### config.mk
export PLATFORM = sky130hd
export DESIGN_NAME = gemm_activation_streamer
export DESIGN_NICKNAME = d
export VERILOG_FILES = /design/src/rtl/gemm_activation_streamer.sv
export SDC_FILE = /design/constraint.sdc
export NUM_CORES = 1
export LEC_CHECK = 0
export CAP_MARGIN = 20
export CORE_UTILIZATION = 57
export CTS_BUF_LIST = sky130_fd_sc_hd__clkbuf_4
export DETAILED_ROUTE_END_ITERATION = 8
export PLACE_DENSITY = 0.85
export SYNTH_ARGS = -nofsm -noshare
export SYNTH_HDL_FRONTEND = slang
export SYNTH_SLANG_ARGS = --single-unit
### constraint.sdc
create_clock -name clk -period 3.7 [get_ports clk]
set_input_delay 0.74 -clock clk [delete_from_list [all_inputs] [get_ports clk]]
set_output_delay 0.74 -clock clk [all_outputs]
set_load 0.005 [all_outputs]
### src/rtl/gemm_activation_streamer.sv
// Feeds activation vectors into a fixed-weight GEMM one per cycle and collects the
// matching GEMM outputs into a credit-protected result FIFO in acceptance order.
module gemm_activation_streamer #(
  parameter int SA_SIZE                = 3,
  parameter int WEIGHT_ACTIVATION_SIZE = 8,
  parameter int LATENCY                = 2 * SA_SIZE,
  parameter int RES_FIFO_DEPTH         = 8
) (
  input  logic                                      clk,
  input  logic                                      reset,
  input  logic                                      in_valid,
  output logic                                      in_ready,
  input  logic [SA_SIZE*WEIGHT_ACTIVATION_SIZE-1:0] in_data,
  output logic [SA_SIZE*WEIGHT_ACTIVATION_SIZE-1:0] gemm_act_in,
  input  logic [SA_SIZE*WEIGHT_ACTIVATION_SIZE-1:0] gemm_act_out,
  input  logic                                      gemm_output_valid,
  output logic                                      out_valid,
  input  logic                                      out_ready,
  output logic [SA_SIZE*WEIGHT_ACTIVATION_SIZE-1:0] out_data,
  output logic                                      idle,
  output logic                                      protocol_err
);

  localparam int VEC_W = SA_SIZE * WEIGHT_ACTIVATION_SIZE;
  localparam int INF_W = $clog2(LATENCY + 1);
  localparam int CNT_W = $clog2(RES_FIFO_DEPTH + 1);
  localparam int PTR_W = (RES_FIFO_DEPTH > 1) ? $clog2(RES_FIFO_DEPTH) : 1;
  localparam int SUM_W = ((CNT_W > INF_W) ? CNT_W : INF_W) + 1;

  logic               accept;
  logic               retire;
  logic               pop;
  logic [LATENCY-1:0] tag;
  logic [INF_W-1:0]   inflight_cnt;
  logic [CNT_W-1:0]   fifo_count;
  logic [PTR_W-1:0]   wr_ptr;
  logic [PTR_W-1:0]   rd_ptr;
  logic [SUM_W-1:0]   credit_used;
  logic [VEC_W-1:0]   fifo_mem [RES_FIFO_DEPTH];

  function automatic logic [PTR_W-1:0] ptr_next(input logic [PTR_W-1:0] p);
    if (p == PTR_W'(RES_FIFO_DEPTH - 1)) return '0;
    return p + PTR_W'(1);
  endfunction

  // Every accepted vector reserves a FIFO slot up front, so a retire can never hit a full FIFO.
  assign credit_used = SUM_W'(fifo_count) + SUM_W'(inflight_cnt);
  assign in_ready    = !reset && (credit_used < SUM_W'(RES_FIFO_DEPTH));
  assign accept      = in_valid & in_ready;
  assign gemm_act_in = accept ? in_data : '0;
  assign retire      = tag[LATENCY-1];
  assign out_valid   = (fifo_count != '0);
  assign pop         = out_valid & out_ready;
  assign out_data    = out_valid ? fifo_mem[rd_ptr] : '0;
  assign idle        = (inflight_cnt == '0) && (fifo_count == '0);

  always_ff @(posedge clk or posedge reset) begin
    if (reset) begin
      tag          <= '0;
      inflight_cnt <= '0;
    end else begin
      tag[0] <= accept;
      for (int k = 1; k < LATENCY; k++) begin
        tag[k] <= tag[k-1];
      end
      inflight_cnt <= inflight_cnt + INF_W'(accept) - INF_W'(retire);
    end
  end

  always_ff @(posedge clk or posedge reset) begin
    if (reset) begin
      wr_ptr       <= '0;
      rd_ptr       <= '0;
      fifo_count   <= '0;
      protocol_err <= 1'b0;
    end else begin
      if (retire) wr_ptr <= ptr_next(wr_ptr);
      if (pop) rd_ptr <= ptr_next(rd_ptr);
      fifo_count <= fifo_count + CNT_W'(retire) - CNT_W'(pop);
      if (retire && !gemm_output_valid) protocol_err <= 1'b1;
    end
  end

  // Storage is left unreset; out_data is masked until an entry is valid.
  always_ff @(posedge clk) begin
    if (retire) fifo_mem[wr_ptr] <= gemm_act_out;
  end

endmodule

* Yosys cells after proc, flatten, opt, wreduce, memory -nomap -nowiden
Memories as Yosys holds them, arrays and structs flattened.
Index checks and enable logic that the tools add are counted.
** Storage, ports and cells
- Output and inout port bits :: 52
- Memories kept :: 1
- Bits in registers :: 20
- Bits in writable memories :: 192
- Bits of input ports :: 53
- Word-level logic and storage cells :: 39
** Operators by class
- Reduce and logical (&&, ||, !) cells :: 8
- Order comparisons :: 1
- Bitwise logic cells :: 2
- $add $sub $neg :: 7
- Multiplexer cells :: 12
- Equality and inequality tests :: 2
** Memories
- fifo_mem :: words 8, bits a word 24, rd ports 1, clocked after memory_dff 0, write ports 1, RTL line 39 : logic [VEC_W-1:0] fifo_mem [RES_FIFO_DEPTH];
** Operator list (number)
- 24-bit two-way mux :: 2
- 3-bit two-way mux :: 4
- 3-bit by 1-bit adder with 3-bit output (second input constant) :: 2
- 3-bit == test (second input constant) :: 2
- 1-bit two-way mux :: 6
- 4-bit by 3-bit adder with 5-bit output :: 1
- 5-bit by 4-bit less-than comparator with 1-bit output (second input constant) :: 1
- 4-bit by 1-bit adder with 4-bit output :: 1
- 4-bit zero test :: 1
- 4-bit nonzero test :: 1
- 4-bit by 1-bit subtractor with 4-bit output :: 1
- 3-bit by 1-bit adder with 3-bit output :: 1
- 1-bit logical AND :: 3
- 3-bit zero test :: 1
- 3-bit by 1-bit subtractor with 3-bit output :: 1
- 1-bit AND :: 2
- 1-bit zero test :: 2

* Longest topological paths before layout
- Depth in word-level cells :: 6
- Gate-level depth with buffers :: 12

* Worst setup path before layout
No wires, ideal clock.
- Path kind :: reg2reg
- Start :: register tag[5]
- End :: memory fifo_mem[0][0] (netlist bit), enable pin
- Setup slack :: 1001 ps
- Stages on the path, launching flop included :: 3
- Data arrival time :: 2264 ps
- Period minus slack after synthesis :: 2699 ps
- Buffers on the path :: 0
- Path through :: dfrtp_1 -> nand2b_1 -> nor3_1
** Between the ends
- Word-level cells in the longest chain between the ends :: 2
** Ends and longest elaborated chain
- start, declared :: RTL line 33 : logic [LATENCY-1:0] tag;
- start signal, assigned by index :: RTL line 64 : tag[k] <= tag[k-1];
- 1-bit two-way mux :: RTL line 86 : if (retire) fifo_mem[wr_ptr] <= gemm_act_out;
- 1-bit two-way mux (implied by the code) :: RTL line 86
- end, declared :: RTL line 39
Every way passes these cells.

* Worst setup path after layout
- Start :: register fifo_count[2]
- End :: output port out_data[23]
** Between the ends
- Word-level cells in the longest chain between the ends :: 2
** Ends and longest elaborated chain
- start, declared :: RTL line 35 : logic [CNT_W-1:0] fifo_count;
- start signal, assigned :: RTL line 79 : fifo_count <= fifo_count + CNT_W'(retire) - CNT_W'(pop);
- 4-bit nonzero test :: RTL line 52 : assign out_valid = (fifo_count != '0);
- 24-bit two-way mux :: RTL line 54 : assign out_data = out_valid ? fifo_mem[rd_ptr] : '0;
- end, declared :: RTL line 19 : output logic [SA_SIZE*WEIGHT_ACTIVATION_SIZE-1:0] out_data,
Every way passes these cells.

==> results.md <==
* Status: complete, no violations
* Comb power frac at 0.328
* M1 WL at 6.503 mm
* Num rows at 43
* CP Capture Type: output port
* Max Clk Rate at approximately 0.28 GHz
* Yosys top cell by area: edfxtp_1
* Critical Path RT at 2.96 ns
* Top post-synthesis cells by area: edfxtp_1 69%, mux4_2 13%, dfrtp_1 6.0%
* Post-synth EDFFs at between 150 and 200
* Total track usage at 0.2290
* Setup crit start kind: flop
* Syn avg cell area at 21.02 sq um
* Dpl hpwl at 9.400 mm
* Final setup TNS at 0 ns
* NetSw at around 0.0021 W
* Htree depth at 2
* Hold Path Class: reg -> reg
* Clock network fraction of total power at 0.267
* Clk pin slew, worst setup/hold paths at 0.07 ns
* Die Ht at 123.3 microns
* Die W at 123.3 microns
* DR WL/cell at between 20 and 25 microns
* Post-Syn Area at 8387 sq um
* Mapped Cells at roughly 400
* Max-Cap Viols at 0
* Multi-input gate area at ~1900 sq um
* Via count at approximately 4500
* Final setup vio count at 0
* Least-Margin Pin Slew at 0.8643 ns
* Grt ovf at 0
* CP max FO at 14
* DRT iter0 DRCs at just over 300
* Fill cell count at 836
* Leak Pwr at 3.775 nW
* Post-place setup slack at 0.5843 ns
* CTS tree: built
* Worst skew pair latency at between 0.6 and 0.7 ns
* IO Pins at ~110
* Min Tclk post-route at 3.588 ns
* Initial antenna violation count at 0
* Syn nets at 467
* Switching share of power at 0.2810
* Relative slew margins at 0.4232
* Routability cong. at 0.8050
* Met2 wire len at approximately 8.5 mm
* Final Slew Violations at 0
* Antenna cell count at 0
* Async S/R FF share, synth at 0.09434
* Clk_skew at 0.03925 ns
* Port buffer count at 104
* Starting density of the core at 0.5950
* Most instantiated library cell after synthesis: edfxtp_1
* Fin crit share at 0.9696
* Crit Path Class: reg -> out
* Top Metal Used: met4
* Register area share after synthesis at 0.7471
* Top FF cell, synth: edfxtp_1
* PwrDens at between 700 and 800 nW/um^2
* Final hold vios at 0
* Vias in the first global route at 4880
* First-pass GRT wire length at 24.96 mm
* Synth Warn # at 0
* Synth Register Bits at 212
* Number of library cell types mapped by synthesis at 30
* Pin count of the biggest net entering global routing at 31
* Internal power at 0.005326 W
* Share of layout cells above drive strength 1 at 0.2891
* ANT nets after route at 0
* Fin nets at 620
* Final critical-path setup slack at 0.1125 ns
* Non-Filler Instances at 768
* Synth-to-Final Area Change at 23.86%
* Dpl cells at between 600 and 700
* Arr. time, crit path at 2.85 ns
* Vias per inst at 5.822
* Clock root buffer: clkbuf_4
* DIE AREA at 15200 sq um
* Final WL at roughly 17 mm
* Max VDD drop at about 430 uV
* Hold slack at 0.3234 ns
* WL met3 at 1.221 mm
* Synth top area share at 0.6875
* Synth cell count leaders: 192 x edfxtp_1, 48 x mux4_2, 24 x a22o_1, 24 x and3_1, 20 x dfrtp_1
* Residual DRC at 0
* Register Area at 6272 sq um
* Total CTS buffers at 50
* Reg power frac at 0.405
* Core outline area at 14100 sq um
* CTS sink cnt at 212
* TritonRoute pass-1 iters at 4
* Clock Tree Buf Depth at 3
-- placed cells by master, fill, tap and decap left out, types with 5 or more instances in the layout --
| cell type | instances |
|---|---|
| a22o_1 | 24 |
| and3_1 | 24 |
| buf_4 | 14 |
| clkbuf_4 | 79 |
| clkdlybuf4s50_1 | 91 |
| clkinv_1 | 6 |
| dfrtp_1 | 17 |
| dlygate4sd2_1 | 13 |
| edfxtp_1 | 192 |
| ha_1 | 13 |
| inv_1 | 16 |
| mux2_2 | 5 |
| mux4_2 | 48 |
| nor2_2 | 6 |
-- critical path, stage by stage (launching register included) --
cell and delay [ns]:
dfrtp_1 0.39, inv_1 0.09, ha_1 0.16, or3b_4 0.43, nor2b_2 0.19, buf_4 0.21, a22o_1 0.26, clkdlybuf4s50_1 0.45
-- flip-flops by register name (all words and copies together), names as in the netlist --
name          count
fifo_count        4
fifo_mem        192
inflight_cnt      3
protocol_err      1
rd_ptr            3
tag               6
wr_ptr            3
-- metrics by stage --
| stage | total power (W) | instance area (sq um) | utilization |
|---|---|---|---|
| 3_5_place_dp | 0.005439 | 9669 | 0.6860 |
| 4_1_cts | 0.007452 | 10360 | 0.7348 |
| 5_1_grt | 0.007796 | 10390 | 0.7369 |
| 3_3_place_gp | 0.005350 | 9669 | 0.6860 |
| 6_report | 0.007408 | 10390 | 0.7369 |
| 2_1_floorplan | 0.004486 | 8387 | - |
-- power groups by stage --
| stage | sequential [W] | clock (W) | combinational [W] |
|---|---|---|---|
| after detailed placement | 0.00308 | 0 | 0.00236 |
| after global placement | 0.00307 | 0 | 0.00228 |
| final | 0.00300 | 0.00198 | 0.00243 |
| after global routing | 0.00303 | 0.00213 | 0.00264 |
| after CTS | 0.00301 | 0.00202 | 0.00242 |
| after floorplan | 0.00293 | 0 | 0.00155 |
-- routing by layer --
layer | up-vias | track usage
met3 | 33 | 0.05720
met4 | 0 | 0.1039
li1 | 1965 | -
met5 | - | 0
met1 | 2276 | 0.2863
met2 | 197 | 0.3806
-- repair_timing --
item / 4_1_cts / 5_1_grt
pin swaps: 0 / 1
hold buffers: 0 / 0
resized for setup: 15 / 2
cloned: 0 / 2
setup endpoints to repair: 34 / 32
buffers inserted: 1 / 2
-- path summary, 6_finish.rpt --
check | cells past startpoint | slack [ns] | end | from
min in group asynchronous | 2 | 0.59 | wr_ptr[0] | reset
worst max register to register | 7 | 1.20 | inflight_cnt[1] | inflight_cnt[1]
worst min register to register | 0 | 0.32 | tag[5] | tag[4]
worst min-delay path | 0 | 0.32 | tag[5] | tag[4]
max in group asynchronous | 2 | 2.57 | rd_ptr[0] | reset
worst max-delay path | 7 | 0.11 | out_data[23] | fifo_count[2]
-- cells by family after synthesis --
kind of cell,count (synthesis),share of synthesized area
AO/OA/AOI/OAI,30,0.03237
XOR/XNOR,4,0.004178
adder cells (fa/ha/maj),15,0.02417
buffers and inverters,38,0.02462
flip-flops,212,0.7471
multiplexers,53,0.1356
AND/OR/NAND/NOR,47,0.03193
-- cell type report --
class / instances / share of cell area
sequential: 212 / 0.6038
multi-input combinational: 149 / 0.1872
timing repair buffer: 123 / 0.1156
clock buffer: 79 / 0.05709
tap: 180 / 0.02168
clock inverter: 9 / 0.008793
inverter: 16 / 0.005782
(Power assumes the default switching activity.)
